--- config.mk ---
export PLATFORM = sky130hd
export DESIGN_NAME = z80_int_ctrl
export DESIGN_NICKNAME = d
export VERILOG_FILES = /design/src/rtl/z80_ic_pkg.sv /design/src/rtl/z80_reti_detect.sv /design/src/rtl/z80_int_ctrl.sv
export SDC_FILE = /design/constraint.sdc
export NUM_CORES = 1
export LEC_CHECK = 0
export BUFFER_PORTS_ARGS = -buffer_cell sky130_fd_sc_hd__buf_2
export CAP_MARGIN = 0
export CELL_PAD_IN_SITES_DETAIL_PLACEMENT = 0
export CELL_PAD_IN_SITES_GLOBAL_PLACEMENT = 2
export CORE_ASPECT_RATIO = 2
export CORE_MARGIN = 4
export CORE_UTILIZATION = 30
export CTS_CLUSTER_DIAMETER = 80
export DETAILED_ROUTE_END_ITERATION = 10
export GPL_ROUTABILITY_DRIVEN = 1
export HOLD_SLACK_MARGIN = 0.05
export PLACE_DENSITY_LB_ADDON = 0.25
export SLEW_MARGIN = 10
export SYNTH_ARGS = -nofsm -noshare
export SYNTH_HDL_FRONTEND = slang
export SYNTH_SLANG_ARGS = --single-unit
--- constraint.sdc ---
create_clock -name clk -period 1.6 [get_ports clk]
set_clock_uncertainty 0.15 [all_clocks]
set_input_delay 0.24 -clock clk [delete_from_list [all_inputs] [get_ports clk]]
set_output_delay 0.24 -clock clk [all_outputs]
set_load 0.01 [all_outputs]
--- src/rtl/z80_ic_pkg.sv ---
// Shared constants and types for the Z80 IM2 interrupt controller.
package z80_ic_pkg;

    localparam logic [7:0] OPC_PREFIX_ED = 8'hED;
    localparam logic [7:0] OPC_RETI      = 8'h4D;
    localparam int         MAX_IRQ       = 8;
    localparam int         IDX_W         = $clog2(MAX_IRQ);

    typedef enum logic [0:0] {
        IDLE   = 1'b0,
        SAW_ED = 1'b1
    } reti_state_t;

endpackage

--- src/rtl/z80_reti_detect.sv ---
// Watches opcode fetches on the Z80 bus and flags the ED 4D (RETI) sequence.
module z80_reti_detect
    import z80_ic_pkg::*;
(
    input  logic       clk,
    input  logic       reset_n,
    input  logic       cen,
    input  logic       m1_n,
    input  logic       mreq_n,
    input  logic       rd_n,
    input  logic [7:0] di,
    output logic       reti_hit,
    output logic       reti_seen
);

    reti_state_t state_reg, state_next;
    logic [7:0]  opcode_reg;
    logic        captured_reg;
    logic        m1_prev_reg;
    logic        reti_seen_reg;
    logic        capture;
    logic        m1_rise;
    logic        evaluate;

    // INTA cycles never assert mreq_n, so they cannot capture an opcode.
    assign capture  = ~m1_n & ~mreq_n & ~rd_n;
    assign m1_rise  = m1_n & ~m1_prev_reg;
    assign evaluate = cen & m1_rise & captured_reg;

    always_comb begin
        state_next = state_reg;
        reti_hit   = 1'b0;
        if (evaluate) begin
            case (state_reg)
                IDLE: begin
                    if (opcode_reg == OPC_PREFIX_ED)
                        state_next = SAW_ED;
                end
                SAW_ED: begin
                    if (opcode_reg == OPC_RETI) begin
                        reti_hit   = 1'b1;
                        state_next = IDLE;
                    end else if (opcode_reg != OPC_PREFIX_ED) begin
                        state_next = IDLE;
                    end
                end
                default: state_next = IDLE;
            endcase
        end
    end

    always_ff @(posedge clk or negedge reset_n) begin
        if (!reset_n) begin
            state_reg     <= IDLE;
            opcode_reg    <= 8'h00;
            captured_reg  <= 1'b0;
            m1_prev_reg   <= 1'b1;
            reti_seen_reg <= 1'b0;
        end else if (cen) begin
            m1_prev_reg   <= m1_n;
            state_reg     <= state_next;
            reti_seen_reg <= reti_hit;
            if (capture) begin
                opcode_reg   <= di;
                captured_reg <= 1'b1;
            end else if (m1_rise) begin
                captured_reg <= 1'b0;
            end
        end
    end

    assign reti_seen = reti_seen_reg;

endmodule

--- src/rtl/z80_int_ctrl.sv ---
// Prioritised IM2 interrupt controller: request latching, nesting, vector
// supply during INTA and in-service release on RETI.
module z80_int_ctrl
    import z80_ic_pkg::*;
#(
    parameter int NUM_IRQ     = 4,
    parameter int SYNC_STAGES = 2
) (
    input  logic               clk,
    input  logic               reset_n,
    input  logic               cen,
    input  logic [NUM_IRQ-1:0] irq,
    input  logic [NUM_IRQ-1:0] irq_mask,
    input  logic [7:0]         vec_base,
    input  logic               m1_n,
    input  logic               mreq_n,
    input  logic               iorq_n,
    input  logic               rd_n,
    input  logic [7:0]         di,
    output logic               int_n,
    output logic [7:0]         vec_out,
    output logic               vec_oe,
    output logic [NUM_IRQ-1:0] in_service,
    output logic               reti_seen
);

    logic [NUM_IRQ-1:0] sync_reg [SYNC_STAGES];
    logic [NUM_IRQ-1:0] edge_prev_reg;
    logic [NUM_IRQ-1:0] pending_reg, pending_next;
    logic [NUM_IRQ-1:0] in_service_reg, in_service_next;
    logic               int_n_reg;
    logic [7:0]         vec_reg;
    logic               ack_prev_reg;

    logic [NUM_IRQ-1:0] synced;
    logic [NUM_IRQ-1:0] irq_edge;
    logic [NUM_IRQ-1:0] allow;
    logic [NUM_IRQ-1:0] elig;
    logic [NUM_IRQ-1:0] win_onehot;
    logic [IDX_W-1:0]   win_idx;
    logic [NUM_IRQ-1:0] ack_set;
    logic [NUM_IRQ-1:0] reti_clr;
    logic               ack;
    logic               ack_start;
    logic               reti_hit;
    logic               unused_vec_low;

    assign unused_vec_low = ^vec_base[3:0];

    assign synced   = sync_reg[SYNC_STAGES-1];
    assign irq_edge = synced & ~edge_prev_reg;

    // A level is allowed only if no equal-or-higher level is in service.
    genvar gi;
    generate
        for (gi = 0; gi < NUM_IRQ; gi++) begin : g_allow
            assign allow[gi] = ~|in_service_reg[gi:0];
        end
    endgenerate

    assign elig       = pending_reg & ~irq_mask & allow;
    assign win_onehot = elig & (-elig);

    always_comb begin
        win_idx = '0;
        for (int i = NUM_IRQ - 1; i >= 0; i--) begin
            if (elig[i])
                win_idx = IDX_W'(i);
        end
    end

    assign ack       = ~m1_n & ~iorq_n;
    assign ack_start = ack & ~ack_prev_reg;
    assign ack_set   = (ack_start && (|elig)) ? win_onehot : '0;
    assign reti_clr  = reti_hit ? (in_service_reg & (-in_service_reg)) : '0;

    assign pending_next    = (pending_reg & ~ack_set) | irq_edge;
    assign in_service_next = (in_service_reg | ack_set) & ~reti_clr;

    always_ff @(posedge clk or negedge reset_n) begin
        if (!reset_n) begin
            for (int s = 0; s < SYNC_STAGES; s++)
                sync_reg[s] <= '0;
        end else if (cen) begin
            sync_reg[0] <= irq;
            for (int s = 1; s < SYNC_STAGES; s++)
                sync_reg[s] <= sync_reg[s-1];
        end
    end

    always_ff @(posedge clk or negedge reset_n) begin
        if (!reset_n) begin
            edge_prev_reg  <= '0;
            pending_reg    <= '0;
            in_service_reg <= '0;
            int_n_reg      <= 1'b1;
            vec_reg        <= 8'h00;
            ack_prev_reg   <= 1'b0;
        end else if (cen) begin
            edge_prev_reg  <= synced;
            pending_reg    <= pending_next;
            in_service_reg <= in_service_next;
            int_n_reg      <= ~|elig;
            ack_prev_reg   <= ack;
            // Frozen through the acknowledge so the CPU reads a stable vector.
            if (!ack && (|elig))
                vec_reg <= {vec_base[7:4], win_idx, 1'b0};
        end
    end

    z80_reti_detect u_reti_detect (
        .clk       (clk),
        .reset_n   (reset_n),
        .cen       (cen),
        .m1_n      (m1_n),
        .mreq_n    (mreq_n),
        .rd_n      (rd_n),
        .di        (di),
        .reti_hit  (reti_hit),
        .reti_seen (reti_seen)
    );

    assign int_n      = int_n_reg;
    assign vec_out    = vec_reg;
    assign vec_oe     = ack;
    assign in_service = in_service_reg;

endmodule
==> impl_metrics.yaml <==
status:
  status: "finished, violations left"
  violations: "negative setup slack"
finish:
  largest_reg_flops: 8
  nNetsFinal: 246
  fill_cells: 538
  layout-area-overhead-vs-synth_pct: 43.99
  final_cell_area_sq_mm: 0.002474
  multi_input_area_sq_um: 705.7
  area.sequential_sq_mm: 0.001005
  n_antenna_cell: 0
  drive_gt1_frac: 0.4861
routing:
  vias: 1279
  drt_pre_antenna_iters: 4
  drc: 0
  ant_nets: 0
  totalWireLength_um: 3727
  viasPerCell: 4.634
  first_iter_violations: 30
  routedWlPerCell_um: 13.50
setup_path:
  cp_max_fo: 5
  worstSetupStartpoint: "in_service[0]"
  end_kind: "register"
  crit-reg2reg-launch: "in_service[0]"
  critPathKind: "register to register"
  crit_required_ns: 1.62
  cp.arrival_ns: 1.80
  critPathLaunchType: "register"
synthesis:
  synth_edf_count: 0
  async_flop_share: 1.000
  yosysSeqAreaShare: 0.5841
  netlist.area_leader.share: 0.5535
  syn-mean-instance-area_sq_um: 12.92
  synth_most_common_cell: "dfrtp_1"
  synth.area.top_cells: "dfrtp_1 55%, mux2_2 12%, mux2_4 3.5%"
  syn_inst: 133
  yosys_warnings: 0
  ys_types: 32
  synth_top_area_cell: "dfrtp_1"
  syn_area_sq_mm: 0.001718
  synthFlopType: "dfrtp_1"
  synth-seq-cells: 40
  netlist_top_cells_count: "38 x dfrtp_1, 19 x mux2_2, 14 x nand2_1, 10 x o21ai_0, 7 x inv_1"
sta:
  layout_min_cycle_time_ns: 1.778
  rsz0062_at_grt: "yes"
  timing.hold.ws_ns: 0.1218
  setup_violations: 8
  setup_ws_ns: -0.1777
  fmax_ghz: 0.5625
  slew_viol_final: 0
  period_share: 1.111
  tns_ns: -1.094
  hold_viol: 0
hold_path:
  hold_path_class: "input pin to register"
  hold_start: "irq_mask[0]"
clocking:
  cts-root-buf: "clkbuf_8"
  clkTransAtPathRegs_ns: 0.08
  htreeDepth: 2
  cts_tree: "yes"
  cts_sinks: 40
  cts_max_path_buffers: 2
  clock_latency_ns: 0.29
  cts_inserted_buffers: 5
power_and_ir_drop:
  ir_drop_mv: 0.6770
  p_per_area_mw_per_mm2: 1306
  leakage_uw: 0.001182
die:
  die_h_um: 115.0
  die_area_sq_mm: 0.007075
  ioPinCount: 46
  initial_core_util: 0.3115
  rows: 38
  die_width_um: 61.51
  core_sq_mm: 0.005515
place:
  gp_congestion: 0.6973
  portBuffers: 39
  place_hpwl_um: 2881
  dpl_cell_area_sq_mm: 0.002160
  place_ws_ns: -0.2738
grt:
  grt.total_usage: 0.1212
  antenna_found_initial: 0
  grt_pass1_vias: 1394
  overflow: 0
  grt_max_degree: 25
  grt_pass1_wl_um: 6444
job:
  drv_cap: 0
logic make-up (layout without fill, tap and decap cells):
kind of cell | count (synthesis) | count (layout) | share of synthesized area
DFF | 40 | 40 | 0.5841
other | 1 | 2 | 0.002183
and+or+nand+nor | 36 | 36 | 0.1362
muxes | 25 | 25 | 0.1712
AOI/OAI and AO/OA | 19 | 19 | 0.07138
buffers and inverters | 12 | 94 | 0.03496
cell type report:
cell class | instances | share of cell area
flip-flops and latches | 40 | 0.4062
multi-input cells | 82 | 0.2853
repair buffers | 79 | 0.2226
well taps | 60 | 0.03035
clock buffers | 5 | 0.02782
clock inverters | 3 | 0.01720
inverters | 7 | 0.01062
cells in the final DEF, fill, tap and decap left out, drive strengths merged, types with 3 or more instances in the layout:
cell type	count
buf	62
dfrtp	38
mux2	23
inv	7
clkbuf	5
dlygate4sd3	17
nor4b	4
o21ai	10
nor2b	3
nand2	14
critical path, cell delays in order (launching register included):
cell and delay [ns]:
dfrtp_2 0.46, or3_4 0.42, a211oi_4 0.23, nor2b_4 0.10, mux2_4 0.31
report_power, final:
| part | internal, uW | switching [uW] |
|---|---|---|
| registers | 1270 | 157 |
| logic | 575 | 416 |
| clock network | 461 | 349 |
path summary, 6_finish.rpt:
| path | to | slack, ns | depth (start not counted) |
|---|---|---|---|
| setup / recovery | vec_out[6] | -0.18 | 4 |
| hold / removal | in_service[0] | 0.12 | 4 |
| setup reg to reg | vec_out[6] | -0.18 | 4 |
| hold reg to reg | pending_reg[2] | 0.29 | 1 |
| max in group asynchronous | u_reti_detect.m1_prev_reg | 0.49 | 3 |
| min in group asynchronous | in_service[2] | 0.26 | 2 |
layer usage:
metal / wire length [um] / global-route usage
met1: 1468 / 0.1376
met2: 2015 / 0.2106
met3: 188 / 0.02809
met4: 55 / 0.04674
met5: 0 / 0
metrics by stage:
stage | util | total power [uW] | std cells
after global routing | 0.4485 | 3459 | 276
after CTS | 0.4480 | 3284 | 277
after floorplan | - | 1945 | 134
after detailed placement | 0.3916 | 2383 | 250
after global placement | 0.3916 | 2345 | 250
final | 0.4485 | 3229 | 276
repair_timing:
action                                 in CTS  in global routing
endpoints found under the hold margin      31                  0
hold buffers                               17                  0
pin swaps                                   0                  1
setup endpoints to repair                   8                 11
setup buffers                               2                  0
resized for setup                           3                  2
No activity file was read; power rests on OpenSTA's default activity.
